## src/rtl/countdown_sequencer_if.sv

```systemverilog
// Request channel of the countdown sequencer: valid/ready handshake
// carrying the start value, repeat flag and prescale for one countdown.
interface countdown_sequencer_if #(
    parameter int PRESCALE_W = 4
);
    logic                  req_valid;
    logic                  req_ready;
    logic [2:0]            req_value;
    logic                  req_repeat;
    logic [PRESCALE_W-1:0] req_prescale;

    modport master (
        output req_valid,
        output req_value,
        output req_repeat,
        output req_prescale,
        input  req_ready
    );

    modport slave (
        input  req_valid,
        input  req_value,
        input  req_repeat,
        input  req_prescale,
        output req_ready
    );
endinterface

```

## src/rtl/countdown_sequencer.sv

```systemverilog
// Controller for the 3-bit loadable down counter: loads it, paces its
// enables through a prescaler, reports expiries and watches for a stuck done.
module countdown_sequencer #(
    parameter int PRESCALE_W = 4,
    parameter int EXP_CNT_W  = 8
) (
    input  logic                 clk,
    input  logic                 reset_n,
    countdown_sequencer_if.slave req,
    input  logic                 cancel,
    input  logic                 err_clr,
    output logic                 cnt_load,
    output logic [2:0]           cnt_count_to,
    output logic                 cnt_count_en,
    input  logic                 cnt_done,
    output logic                 busy,
    output logic                 expire,
    output logic [EXP_CNT_W-1:0] expire_cnt,
    output logic                 err
);

    typedef enum logic [1:0] {
        IDLE,
        LOAD,
        RUN,
        DONE
    } state_t;

    state_t                state_q, state_d;
    logic [2:0]            value_q;
    logic                  repeat_q;
    logic [PRESCALE_W-1:0] presc_q;
    logic [PRESCALE_W-1:0] pc_q;
    logic [3:0]            ecnt_q;
    logic [EXP_CNT_W-1:0]  expire_cnt_q;
    logic                  err_q;

    logic accept;
    logic pc_wrap;
    logic wd_trip;
    logic wd_fire;

    assign accept  = (state_q == IDLE) & req.req_valid;
    assign pc_wrap = (pc_q == presc_q);
    // A healthy counter is done after N+1 enables; one more means it is stuck.
    assign wd_trip = (ecnt_q == ({1'b0, value_q} + 4'd2));
    assign wd_fire = (state_q == RUN) & ~cancel & ~cnt_done & wd_trip;

    always_ff @(posedge clk or negedge reset_n) begin
        if (!reset_n) begin
            state_q <= IDLE;
        end else begin
            state_q <= state_d;
        end
    end

    always_comb begin
        state_d = state_q;
        unique case (state_q)
            IDLE: begin
                if (req.req_valid) state_d = LOAD;
            end
            LOAD: begin
                state_d = cancel ? IDLE : RUN;
            end
            RUN: begin
                if (cancel)        state_d = IDLE;
                else if (cnt_done) state_d = DONE;
                else if (wd_trip)  state_d = IDLE;
            end
            DONE: begin
                state_d = (repeat_q & ~cancel) ? LOAD : IDLE;
            end
        endcase
    end

    always_comb begin
        req.req_ready = 1'b0;
        busy          = 1'b1;
        cnt_load      = 1'b0;
        cnt_count_to  = '0;
        cnt_count_en  = 1'b0;
        expire        = 1'b0;
        unique case (state_q)
            IDLE: begin
                req.req_ready = 1'b1;
                busy          = 1'b0;
            end
            LOAD: begin
                cnt_load     = 1'b1;
                cnt_count_to = value_q;
            end
            RUN: begin
                cnt_count_en = pc_wrap & ~cnt_done & ~cancel & ~wd_trip;
            end
            DONE: begin
                expire = ~cancel;
            end
        endcase
    end

    always_ff @(posedge clk or negedge reset_n) begin
        if (!reset_n) begin
            value_q      <= '0;
            repeat_q     <= 1'b0;
            presc_q      <= '0;
            pc_q         <= '0;
            ecnt_q       <= '0;
            expire_cnt_q <= '0;
            err_q        <= 1'b0;
        end else begin
            if (accept) begin
                value_q  <= req.req_value;
                repeat_q <= req.req_repeat;
                presc_q  <= req.req_prescale;
            end
            if (state_q == LOAD) begin
                pc_q   <= '0;
                ecnt_q <= '0;
            end else if (state_q == RUN) begin
                pc_q <= pc_wrap ? '0 : pc_q + PRESCALE_W'(1);
                if (cnt_count_en) ecnt_q <= ecnt_q + 4'd1;
            end
            if (expire && (expire_cnt_q != '1)) begin
                expire_cnt_q <= expire_cnt_q + EXP_CNT_W'(1);
            end
            if (wd_fire)      err_q <= 1'b1;
            else if (err_clr) err_q <= 1'b0;
        end
    end

    assign expire_cnt = expire_cnt_q;
    assign err        = err_q;

endmodule

```

## src/flat_wrapper.sv

```systemverilog
// flat-port wrapper written by rule: the top's interface ports become plain ports
module countdown_sequencer_flat 
#(
    parameter int PRESCALE_W = 4,
    parameter int EXP_CNT_W  = 8
)
  (clk, reset_n, cancel, err_clr, cnt_load, cnt_count_to, cnt_count_en, cnt_done, busy, expire, expire_cnt, err, req_req_valid, req_req_value, req_req_repeat, req_req_prescale, req_req_ready);
  countdown_sequencer_if #(.PRESCALE_W(PRESCALE_W)) req_i ();
  input  logic clk;
  input  logic reset_n;
  input  logic cancel;
  input  logic err_clr;
  output logic cnt_load;
  output logic [2:0] cnt_count_to;
  output logic cnt_count_en;
  input  logic cnt_done;
  output logic busy;
  output logic expire;
  output logic [EXP_CNT_W-1:0] expire_cnt;
  output logic err;
  input wire logic [$bits(req_i.req_valid)-1:0] req_req_valid;
  input wire logic [$bits(req_i.req_value)-1:0] req_req_value;
  input wire logic [$bits(req_i.req_repeat)-1:0] req_req_repeat;
  input wire logic [$bits(req_i.req_prescale)-1:0] req_req_prescale;
  output wire logic [$bits(req_i.req_ready)-1:0] req_req_ready;
  assign req_i.req_valid = req_req_valid;
  assign req_i.req_value = req_req_value;
  assign req_i.req_repeat = req_req_repeat;
  assign req_i.req_prescale = req_req_prescale;
  assign req_req_ready = req_i.req_ready;
  countdown_sequencer #(.PRESCALE_W(PRESCALE_W), .EXP_CNT_W(EXP_CNT_W)) u_core (.clk(clk), .reset_n(reset_n), .req(req_i), .cancel(cancel), .err_clr(err_clr), .cnt_load(cnt_load), .cnt_count_to(cnt_count_to), .cnt_count_en(cnt_count_en), .cnt_done(cnt_done), .busy(busy), .expire(expire), .expire_cnt(expire_cnt), .err(err));
endmodule
```

## config.mk

```make
export PLATFORM = sky130hd
export DESIGN_NAME = countdown_sequencer_flat
export DESIGN_NICKNAME = d
export VERILOG_FILES = /design/src/rtl/countdown_sequencer_if.sv /design/src/rtl/countdown_sequencer.sv /design/src/flat_wrapper.sv
export SDC_FILE = /design/constraint.sdc
export NUM_CORES = 1
export LEC_CHECK = 0
export BUFFER_PORTS_ARGS = -buffer_cell sky130_fd_sc_hd__buf_2
export CORE_UTILIZATION = 55
export DETAILED_ROUTE_END_ITERATION = 10
export PLACE_DENSITY_LB_ADDON = 0.2
export SLEW_MARGIN = 20
export SYNTH_ARGS = -nofsm -noshare
export SYNTH_HDL_FRONTEND = slang
export SYNTH_SLANG_ARGS = --single-unit
export TNS_END_PERCENT = 5
```

## constraint.sdc

```tcl
create_clock -name clk -period 3.3 [get_ports clk]
set_input_delay 0.66 -clock clk [delete_from_list [all_inputs] [get_ports clk]]
set_output_delay 0.66 -clock clk [all_outputs]
set_load 0.02 [all_outputs]
```

==> out/qor.txt <==
initial core utilization: 0.592
Clock transition at path regs: 150 ps
startpoint types: flip-flop
Final setup viols: 0
Final Skew: 2.87 ps
Crit Reg-Reg Endpoint: u_core.ecnt_q[3]$_DFFE_PN0P_
Synth area leader: dfrtp_1
Mapped Nets: 158
final wirelength: 2960 um
Ant. Diodes: 0
clk sinks: 27
Filler cells: 209
num rows: 18
antenna violations before repair: 0
final net count: 190
# hold bufs at CTS: 0
H-tree Lvls: 1
worst vdd ir: 0.000553 V
Hold Fails Final Rpt: 0
top cells by area, synth: dfrtp_1 46%, mux2_2 6.8%, ha_1 6.8%, xnor2_1 5.9%, inv_1 2.5%
register area share after synthesis: 0.456
RD Place Congestion: 0.796
mapped cell area: 0.00148 mm^2
Worst path slowest cell: dfrtp_1
mux cell area share after synthesis: 0.0752
Post-Synth XOR/XNOR Area: 0.0938
fin crit share: 0.837
wire per inst: 15.0 um
Syn Inst Count: 136
Req. time, crit path: 2640 ps
Max transition margin: 0.605
crit-path cells: inv_1 -> ha_1 -> or3b_4 -> a41o_1 -> nor2_1 -> buf_2
core footprint: 0.00250 mm^2
Final Cell Area: 0.00168 mm^2
reg2reg start: u_core.state_q[0]$_DFFE_PN0P_
Synth Area in Compound Gates: 0.131
share of cells above drive strength 1: 0.275
largest family of logic cells by synthesized area: simple AND/OR/NAND/NOR gates
CTS Root Cell: clkbuf_4
Area Overhead vs Synth: 13.8%
run status: finished clean
CP endpoint: cnt_count_en
Met1 Wirelength: 1350 um
DIE WIDTH: 53.9 um
CP max FO: 3
routed vias: 1143
CTS Buf Count: 3
Post-route DRC: 0
yosys warns: 0
Worst EP arrival: 2100 ps
Post-synth EDFFs: 0
WL met3: 147 um
Max-Cap Viols: 0
clk buf depth: 2
adder-cell share of the synthesized area: 0.0676
Worst Path Class, Setup: reg2out
Worst-Skew Late Latency: 330 ps
Hold WS: 308 ps
Slew Viols, Final: 0
drt first-iter violations: 45
antenna viol nets, final: 0
met2 WL: 1450 um
Tmin final: 2760 ps
Setup TNS: 0 ps
port bufs: 30
grt total ovfl: 0
top routing layer used: met4
reg2reg setup slack: 1240 ps
post-synthesis register bit count: 27
DIE HEIGHT: 53.9 um
number of global-route vias before repair: 982
Yosys cell types: 42
RSZ-0062 raised after global routing: false
die footprint: 0.00290 mm^2
Post-Synth Simple-Gate Area: 0.143
Crit. Startpoint: u_core.state_q[0]$_DFFE_PN0P_
largest net degree at the start of global routing: 28
Hold Crit Class: in2async
mean area per synthesized cell: 10.9 um^2
f_max: 362 MHz
Critical Path End Type: primary output
total track usage: 0.226
I/O pin total: 31
critical path's largest stage delay: 430 ps
Post-CTS Setup Inserts: 0
DP HPWL: 2280 um
CTS tree: built
Cell Area, Placed: 0.00166 mm^2
Synth async-reset ratio: 1.00
Leak: 0.803 nW
Post-synth top flop: dfrtp_1
Yosys top cell area share: 0.456
Initial DRT Pass Iterations: 4
R2R depth: 6
DR vias/cell: 5.80
first-pass GRT wire length: 4540 um
Resized Gates After CTS: 0
worst slew pin tran: 593 ps
P per Cell Area: 973 mW/mm^2
synth_stat cells (all sizes together) (2+ instances only):
cell / instances
ha: 8
o21ai: 3
clkbuf: 3
nand3: 7
and2: 3
and4: 2
nand2: 6
xor2: 4
nand2b: 2
inv: 10
dfrtp: 27
a221o: 3
nor2: 8
a21oi: 3
nand4: 4
xnor2: 11
mux2: 9
critical path, delay by kind of cell (launching register included):
kind | cells | cell delay, ps
AND/OR/NAND/NOR | 2 | 600
adder cells (fa/ha/maj) | 1 | 190
AO/OA/AOI/OAI | 1 | 250
flip-flops | 1 | 430
buffers and inverters | 2 | 310
stage by stage:
step | cells | util | worst slack (ps) | power (mW)
finish | 197 | 0.674 | 539 | 1.64
global route | 197 | 0.674 | 423 | 1.77
CTS | 197 | 0.674 | 553 | 1.64
detailed placement | 193 | 0.663 | 833 | 1.50
global placement | 193 | 0.663 | 867 | 1.45
floorplan | 136 | - | 1010 | 1.27
cells by family (layout without fill, tap and decap cells):
kind of cell               after synthesis  in the layout
and+or+nand+nor                         39             39
DFF                                     27             27
AOI/OAI and AO/OA                       24             24
xor gates and xnor gates                15             15
buffers and inverters                   13             44
muxes                                   10             10
adders and majority gates                8              8
state kept, by name, summed over array words and instances, names as in the netlist:
name / count
u_core.pc_q: 4
u_core.value_q: 3
u_core.err: 1
u_core.state_q: 2
u_core.expire_cnt: 8
u_core.ecnt_q: 4
u_core.presc_q: 4
u_core.repeat_q: 1
area by class of cell:
cell class                      instances  area [um^2]  area share
Timing Repair Buffer                   30          150      0.0892
Inverter                               10         37.5      0.0223
Multi-Input combinational cell         96          756       0.449
Sequential cell                        27          676       0.401
Tap cell                               30         37.5      0.0223
Clock buffer                            3         22.5      0.0134
Clock inverter                          1         5.00     0.00297
power by group:
| group | total, mW | leakage (nW) | switching (mW) | internal (mW) |
|---|---|---|---|---|
| clock network | 0.146 | 0.0177 | 0.100 | 0.0455 |
| registers | 0.606 | 0.335 | 0.144 | 0.462 |
| logic | 0.886 | 0.450 | 0.493 | 0.393 |
| total | 1.64 | 0.803 | 0.737 | 0.901 |
layout by cell type (no fill, tap or decap), types with 2 or more instances in the layout:
| master | count |
|---|---|
| buf_2 | 30 |
| dfrtp_1 | 27 |
| inv_1 | 10 |
| xnor2_1 | 10 |
| mux2_2 | 9 |
| nor2_1 | 8 |
| ha_1 | 8 |
| nand3_1 | 7 |
| nand2_1 | 6 |
| nand4_1 | 4 |
| xor2_1 | 4 |
| and2_1 | 3 |
| a21oi_1 | 3 |
| a221o_1 | 3 |
| clkbuf_4 | 3 |
| and4_1 | 2 |
| nand2b_1 | 2 |
| o21ai_0 | 2 |
metal layers:
layer  vias up  track usage
met3         2       0.0339
met4         0       0.0658
li1        558            -
met5         -            0
met2        36        0.362
met1       547        0.315
how the worst min path moves through the flow:
stage,to,slack [ps]
2_1_floorplan,u_core.ecnt_q[0]$_DFFE_PN0P_,360
3_3_place_gp,u_core.expire_cnt[6]$_DFFE_PN0P_,490
3_5_place_dp,u_core.expire_cnt[6]$_DFFE_PN0P_,510
4_1_cts,u_core.ecnt_q[0]$_DFFE_PN0P_,320
5_1_grt,u_core.expire_cnt[6]$_DFFE_PN0P_,340
6_report,u_core.ecnt_q[1]$_DFFE_PN0P_,310
(Power assumes the default switching activity.)
